<file path="src/rtl/serial_adder_pkg.sv">
// Shared definitions for the bit-serial adder/subtractor: state encoding and
// the counter-width helper.
package serial_adder_pkg;

    typedef enum logic [1:0] {
        S_IDLE = 2'd0,
        S_RUN  = 2'd1,
        S_DONE = 2'd2
    } state_t;

    // Bits needed to count 0..value-1; callers guarantee value >= 2.
    function automatic int clog2(input int value);
        int result;
        int v;
        result = 0;
        v      = value - 1;
        while (v > 0) begin
            result++;
            v = v >> 1;
        end
        return result;
    endfunction

endpackage

</file>
<file path="src/rtl/serial_adder_fa_cell.sv">
// One-bit combinational full adder; the only arithmetic in the serial adder.
module fa_cell (
    input  logic a,
    input  logic b,
    input  logic ci,
    output logic s,
    output logic co
);

    assign s  = a ^ b ^ ci;
    assign co = (a & b) | (a & ci) | (b & ci);

endmodule

</file>
<file path="src/rtl/serial_adder.sv">
// Bit-serial WIDTH-bit adder/subtractor, LSB first, one bit per clock through
// a single full-adder cell, with start/done handshake and overflow detection.
module serial_adder
    import serial_adder_pkg::*;
#(
    parameter int WIDTH = 8
) (
    input  logic             clk,
    input  logic             rst_n,
    input  logic             start,
    input  logic [WIDTH-1:0] a,
    input  logic [WIDTH-1:0] b,
    input  logic             cin,
    input  logic             sub,
    output logic             busy,
    output logic             done,
    output logic [WIDTH-1:0] sum,
    output logic             cout,
    output logic             ovf
);

    localparam int CW = clog2(WIDTH);

    state_t           state;
    state_t           state_next;
    logic [CW-1:0]    cnt;
    logic [WIDTH-1:0] op_a;
    logic [WIDTH-1:0] op_b;
    logic             carry;
    logic             s_bit;
    logic             c_bit;
    logic             accept;
    logic             last_bit;

    fa_cell u_fa (
        .a  (op_a[0]),
        .b  (op_b[0]),
        .ci (carry),
        .s  (s_bit),
        .co (c_bit)
    );

    always_comb begin
        accept     = ((state == S_IDLE) || (state == S_DONE)) && start;
        last_bit   = (state == S_RUN) && (cnt == CW'(WIDTH - 1));
        state_next = state;
        case (state)
            S_IDLE:  state_next = start ? S_RUN : S_IDLE;
            S_RUN:   state_next = last_bit ? S_DONE : S_RUN;
            S_DONE:  state_next = start ? S_RUN : S_IDLE;
            default: state_next = S_IDLE;
        endcase
    end

    always_ff @(posedge clk or negedge rst_n) begin
        if (!rst_n) begin
            state <= S_IDLE;
        end else begin
            state <= state_next;
        end
    end

    // Subtraction is A + ~B + ~borrow_in, so cout reads as "no borrow".
    always_ff @(posedge clk or negedge rst_n) begin
        if (!rst_n) begin
            cnt   <= '0;
            op_a  <= '0;
            op_b  <= '0;
            carry <= 1'b0;
            sum   <= '0;
            cout  <= 1'b0;
            ovf   <= 1'b0;
        end else if (accept) begin
            cnt   <= '0;
            op_a  <= a;
            op_b  <= sub ? ~b : b;
            carry <= cin ^ sub;
        end else if (state == S_RUN) begin
            sum   <= {s_bit, sum[WIDTH-1:1]};
            op_a  <= op_a >> 1;
            op_b  <= op_b >> 1;
            carry <= c_bit;
            cnt   <= cnt + CW'(1);
            if (last_bit) begin
                cout <= c_bit;
                ovf  <= carry ^ c_bit;
            end
        end
    end

    assign busy = (state == S_RUN);
    assign done = (state == S_DONE);

endmodule

</file>
<file path="config.mk">
export PLATFORM = sky130hd
export DESIGN_NAME = serial_adder
export DESIGN_NICKNAME = d
export VERILOG_FILES = /design/src/rtl/serial_adder_pkg.sv /design/src/rtl/serial_adder_fa_cell.sv /design/src/rtl/serial_adder.sv
export SDC_FILE = /design/constraint.sdc
export NUM_CORES = 1
export LEC_CHECK = 0
export BUFFER_PORTS_ARGS = -buffer_cell sky130_fd_sc_hd__buf_2
export CAP_MARGIN = 20
export CORE_MARGIN = 10
export CORE_UTILIZATION = 48
export DETAILED_ROUTE_END_ITERATION = 7
export GPL_TIMING_DRIVEN = 1
export PLACE_DENSITY = 0.86
export SKIP_LAST_GASP = 1
export SLEW_MARGIN = 5
export SYNTH_ARGS = -nofsm -noshare
export SYNTH_HDL_FRONTEND = slang
export SYNTH_SLANG_ARGS = --single-unit
</file>
<file path="constraint.sdc">
create_clock -name clk -period 1.34 [get_ports clk]
set_clock_uncertainty 0.05 [all_clocks]
set_input_delay 0.134 -clock clk [delete_from_list [all_inputs] [get_ports clk]]
set_output_delay 0.134 -clock clk [all_outputs]
set_load 0.02 [all_outputs]
</file>
==> flow_summary.html <==
<table>
<tr><th>Metric</th><th>Value</th></tr>
<tr><th colspan="2">Die</th></tr>
<tr><td>Standard-cell rows</td><td>20</td></tr>
<tr><td>DIE AREA</td><td>0.00588 mm2</td></tr>
<tr><td>Placeable core region</td><td>0.00305 mm2</td></tr>
<tr><td>Die extent in x</td><td>76.7 um</td></tr>
<tr><td>Die Y-Extent</td><td>76.7 um</td></tr>
<tr><td>I/O pin cnt</td><td>33</td></tr>
<tr><td>Starting density of the core</td><td>50.5%</td></tr>
<tr><th colspan="2">Timing</th></tr>
<tr><td>Number of max-slew violations in the final report</td><td>0</td></tr>
<tr><td>Worst slew margin</td><td>74.1%</td></tr>
<tr><td>Final-report setup violation count</td><td>1</td></tr>
<tr><td>Max frequency</td><td>736 MHz</td></tr>
<tr><td>Share of the cycle needed by the critical path after routing</td><td>101%</td></tr>
<tr><td>Post-layout min period</td><td>1.36 ns</td></tr>
<tr><td>Transition time at the pin with the least slew margin</td><td>0.389 ns</td></tr>
<tr><td>Hold violation total from the final report</td><td>0</td></tr>
<tr><td>RSZ-0062 raised after global routing</td><td>true</td></tr>
<tr><td>Final worst-path setup slack</td><td>-0.0186 ns</td></tr>
<tr><th colspan="2">Pwr</th></tr>
<tr><td>Pwr Density</td><td>2490 mW/mm2</td></tr>
<tr><td>Leak</td><td>0.961 nW</td></tr>
<tr><td>Worst IR drop on VDD</td><td>1030 uV</td></tr>
<tr><th colspan="2">Finish</th></tr>
<tr><td>Highest-count cells in the layout ignoring fill and taps</td><td>39 x nand2_1, 32 x dfrtp_1, 31 x buf_2, 14 x nor2_1, 10 x buf_4</td></tr>
<tr><td>Commonest non-fill, non-tap cell in the layout</td><td>nand2_1</td></tr>
<tr><td>Fraction of layout cells with a size suffix above 1</td><td>39.6%</td></tr>
<tr><td>Post-layout nets</td><td>220</td></tr>
<tr><td>Layout Cell Area excl Fill</td><td>0.00200 mm2</td></tr>
<tr><td>Count of non-filler cells in the finished layout</td><td>241</td></tr>
<tr><td>Area overhead of the layout relative to synthesis</td><td>29.6%</td></tr>
<tr><td>Number of antenna diodes</td><td>0</td></tr>
<tr><th colspan="2">Placed design</th></tr>
<tr><td>Placed cell area</td><td>0.00176 mm2</td></tr>
<tr><td>Final estimated routing congestion in global placement</td><td>0.755</td></tr>
<tr><td>Number of placed instances, taps included</td><td>224</td></tr>
<tr><td>Count of buffers from port buffering</td><td>32</td></tr>
<tr><td>Half-perimeter wire length of the detailed placement result</td><td>2.46 mm</td></tr>
<tr><th colspan="2">GRT</th></tr>
<tr><td>Gr usage total</td><td>12.1%</td></tr>
<tr><td>Antenna violations before repair</td><td>0</td></tr>
<tr><td>Vias in the first global route</td><td>1,287</td></tr>
<tr><td>Aggregate global routing overflow</td><td>0</td></tr>
<tr><td>Largest net degree at the start of global routing</td><td>28</td></tr>
<tr><td>First-pass GRT wire length</td><td>5.98 mm</td></tr>
<tr><th colspan="2">Clock tree</th></tr>
<tr><td>Number of levels the H-tree was split into</td><td>2</td></tr>
<tr><td>Reg clk slew, reported paths</td><td>0.11 ns</td></tr>
<tr><td>Clock sinks</td><td>32</td></tr>
<tr><td>Clock latency on the worst-skew pair</td><td>0.34 ns</td></tr>
<tr><td>TritonCTS Buffers</td><td>5</td></tr>
<tr><td>Clock Path Buffers</td><td>2</td></tr>
<tr><td>CTS Root Buffer Type</td><td>clkbuf_4</td></tr>
<tr><td>Clock tree from TritonCTS</td><td>done</td></tr>
<tr><th colspan="2">Yosys</th></tr>
<tr><td>Gate Count Post-Synth</td><td>149</td></tr>
<tr><td>Unique cell type count in the Yosys netlist</td><td>30</td></tr>
<tr><td>Warnings, synthesis</td><td>0</td></tr>
<tr><td>Avg Inst Size Synth</td><td>10.3 um2</td></tr>
<tr><td>Post-synthesis sequential area ratio</td><td>51.9%</td></tr>
<tr><td>Post-synthesis cell area</td><td>0.00154 mm2</td></tr>
<tr><td>Number of nets produced by synthesis</td><td>173</td></tr>
<tr><td>Number of flip-flops and latches in the synthesized netlist</td><td>32</td></tr>
<tr><th colspan="2">Routing</th></tr>
<tr><td>Number of remaining DRC errors</td><td>0</td></tr>
<tr><td>Wire length after detailed routing</td><td>3.75 mm</td></tr>
<tr><td>Number of search-and-repair iterations in the first detailed-routing pass</td><td>4</td></tr>
<tr><td>Detailed router's first-iteration violation count</td><td>47</td></tr>
<tr><td>Wire length per cell after detailed routing</td><td>15.6 um</td></tr>
<tr><td>Antenna Nets Post-Route</td><td>0</td></tr>
<tr><td>Via density</td><td>5.12</td></tr>
<tr><td>Vias after detailed routing</td><td>1,233</td></tr>
<tr><th colspan="2">Worst setup path</th></tr>
<tr><td>Kind of critical path</td><td>reg2out</td></tr>
<tr><td>Critical path, cell by cell</td><td>nand2b_4 -&gt; inv_6 -&gt; buf_6 -&gt; buf_6</td></tr>
<tr><td>Highest fanout seen on the critical path</td><td>4</td></tr>
<tr><td>CP max stage delay</td><td>0.40 ns</td></tr>
<tr><td>Type of origin of the critical path</td><td>register</td></tr>
<tr><td>Crit-path slowest cell</td><td>dfrtp_1</td></tr>
<tr><td>Required time of the critical path</td><td>1.16 ns</td></tr>
<tr><td>Crit end category</td><td>output port</td></tr>
<tr><td>Cell type with the highest occurrence count on the critical path</td><td>buf_6</td></tr>
<tr><td>Arrival time of the worst setup path</td><td>1.17 ns</td></tr>
<tr><th colspan="2">Flow run</th></tr>
<tr><td>Max_cap viols</td><td>0</td></tr>
<tr><th colspan="2">Run status</th></tr>
<tr><td>Status</td><td>complete, but fails checks</td></tr>
<tr><td>Violated checks</td><td>setup timing</td></tr>
<tr><th colspan="2">Worst hold path</th></tr>
<tr><td>Worst min-delay path category</td><td>in2reg</td></tr>
</table>
per-stage QoR:
stage	hold slack (ns)	TNS, ns	total power [mW]	worst slack (ns)	util (%)
2_1_floorplan	-0.212	0	3.34	0.0222	-
3_3_place_gp	0.0240	0	3.71	0.0216	57.6
3_5_place_dp	0.0282	-0.0196	3.81	-0.0196	57.6
4_1_cts	0.00111	-0.0103	4.78	-0.0103	63.1
5_1_grt	0.0278	-0.144	5.34	-0.0665	65.5
6_report	0.0153	-0.0186	4.98	-0.0186	65.5
final timing paths:
kind | startpoint | end | slack, ns | cells after the start
setup / recovery | state[1] | busy | -0.02 | 4
hold / removal | a[4] | op_a[4] | 0.02 | 3
setup reg to reg | cnt[1] | cout | 0 | 4
hold reg to reg | sum[0] | sum[0] | 0.44 | 2
max in group asynchronous | rst_n | op_a[6] | 0.61 | 3
min in group asynchronous | rst_n | sum[0] | 0.19 | 2
cells in the mapped netlist (all sizes together):
master	n	share of area, %
a21oi	3	0.97
a221o	3	1.9
a22o	3	1.7
a22oi	1	0.81
a31oi	9	6.1
and2	1	0.57
and2b	1	0.49
buf	9	5.6
clkbuf	1	0.24
dfrtp	32	52
fa	1	1.3
ha	2	1.6
inv	1	0.57
mux2	1	0.73
nand2	45	12
nand2b	2	0.81
nand3	2	0.65
nor2	15	3.8
nor2b	1	0.41
nor3	2	0.65
o21ai	2	0.65
o22ai	2	0.81
xnor2	4	2.3
xor2	6	3.4
metal layers:
layer / track usage [%] / part of all wire [%]
met2: 18.7 / 47
met4: 3.16 / 0.56
met5: 0 / 0
met1: 14.7 / 44
met3: 5.94 / 7.6
cell type report:
type	count	area (um2)
fillers	262	1050
flip-flops and latches	32	801
multi-input cells	106	679
repair buffers	50	359
clock buffers	7	65.1
well taps	44	55.1
clock inverters	1	30.0
inverters	1	8.76
timing repair:
action / in CTS / in global routing
endpoints found under the setup margin: 2 / 12
endpoints found under the hold margin: 34 / 0
gates resized for setup: 6 / 7
setup buffers: 3 / 2
cloned: 0 / 1
hold buffers: 3 / 0
registers in the layout (all words and copies together), names as in the netlist:
signal,flops
carry,1
cnt,3
cout,1
op_a,8
op_b,8
ovf,1
state,2
sum,8
power breakdown:
group / leakage [nW] / internal, mW / switching (mW)
clock: 0.0515 / 0.496 / 0.335
combinational: 0.514 / 1.12 / 1.28
sequential: 0.396 / 1.42 / 0.325
total: 0.961 / 3.04 / 1.94
cells by family (layout without fill, tap and decap cells):
kind of cell	after synthesis	after routing	synth area share [%]
flip-flops	32	32	51.9
AND/OR/NAND/NOR	69	69	19.3
XOR/XNOR	10	10	5.68
buffers and inverters	11	59	6.41
AO/OA/AOI/OAI	23	23	13.0
multiplexers	1	1	0.730
adder cells (fa/ha/maj)	3	3	2.92
worst max-delay path, delay by kind of cell, from the launching register on:
kind	cells	cell delay (ns)
buffers and inverters	3	0.26
DFF	1	0.40
and+or+nand+nor	1	0.17
No activity file was read; power rests on OpenSTA's default activity.
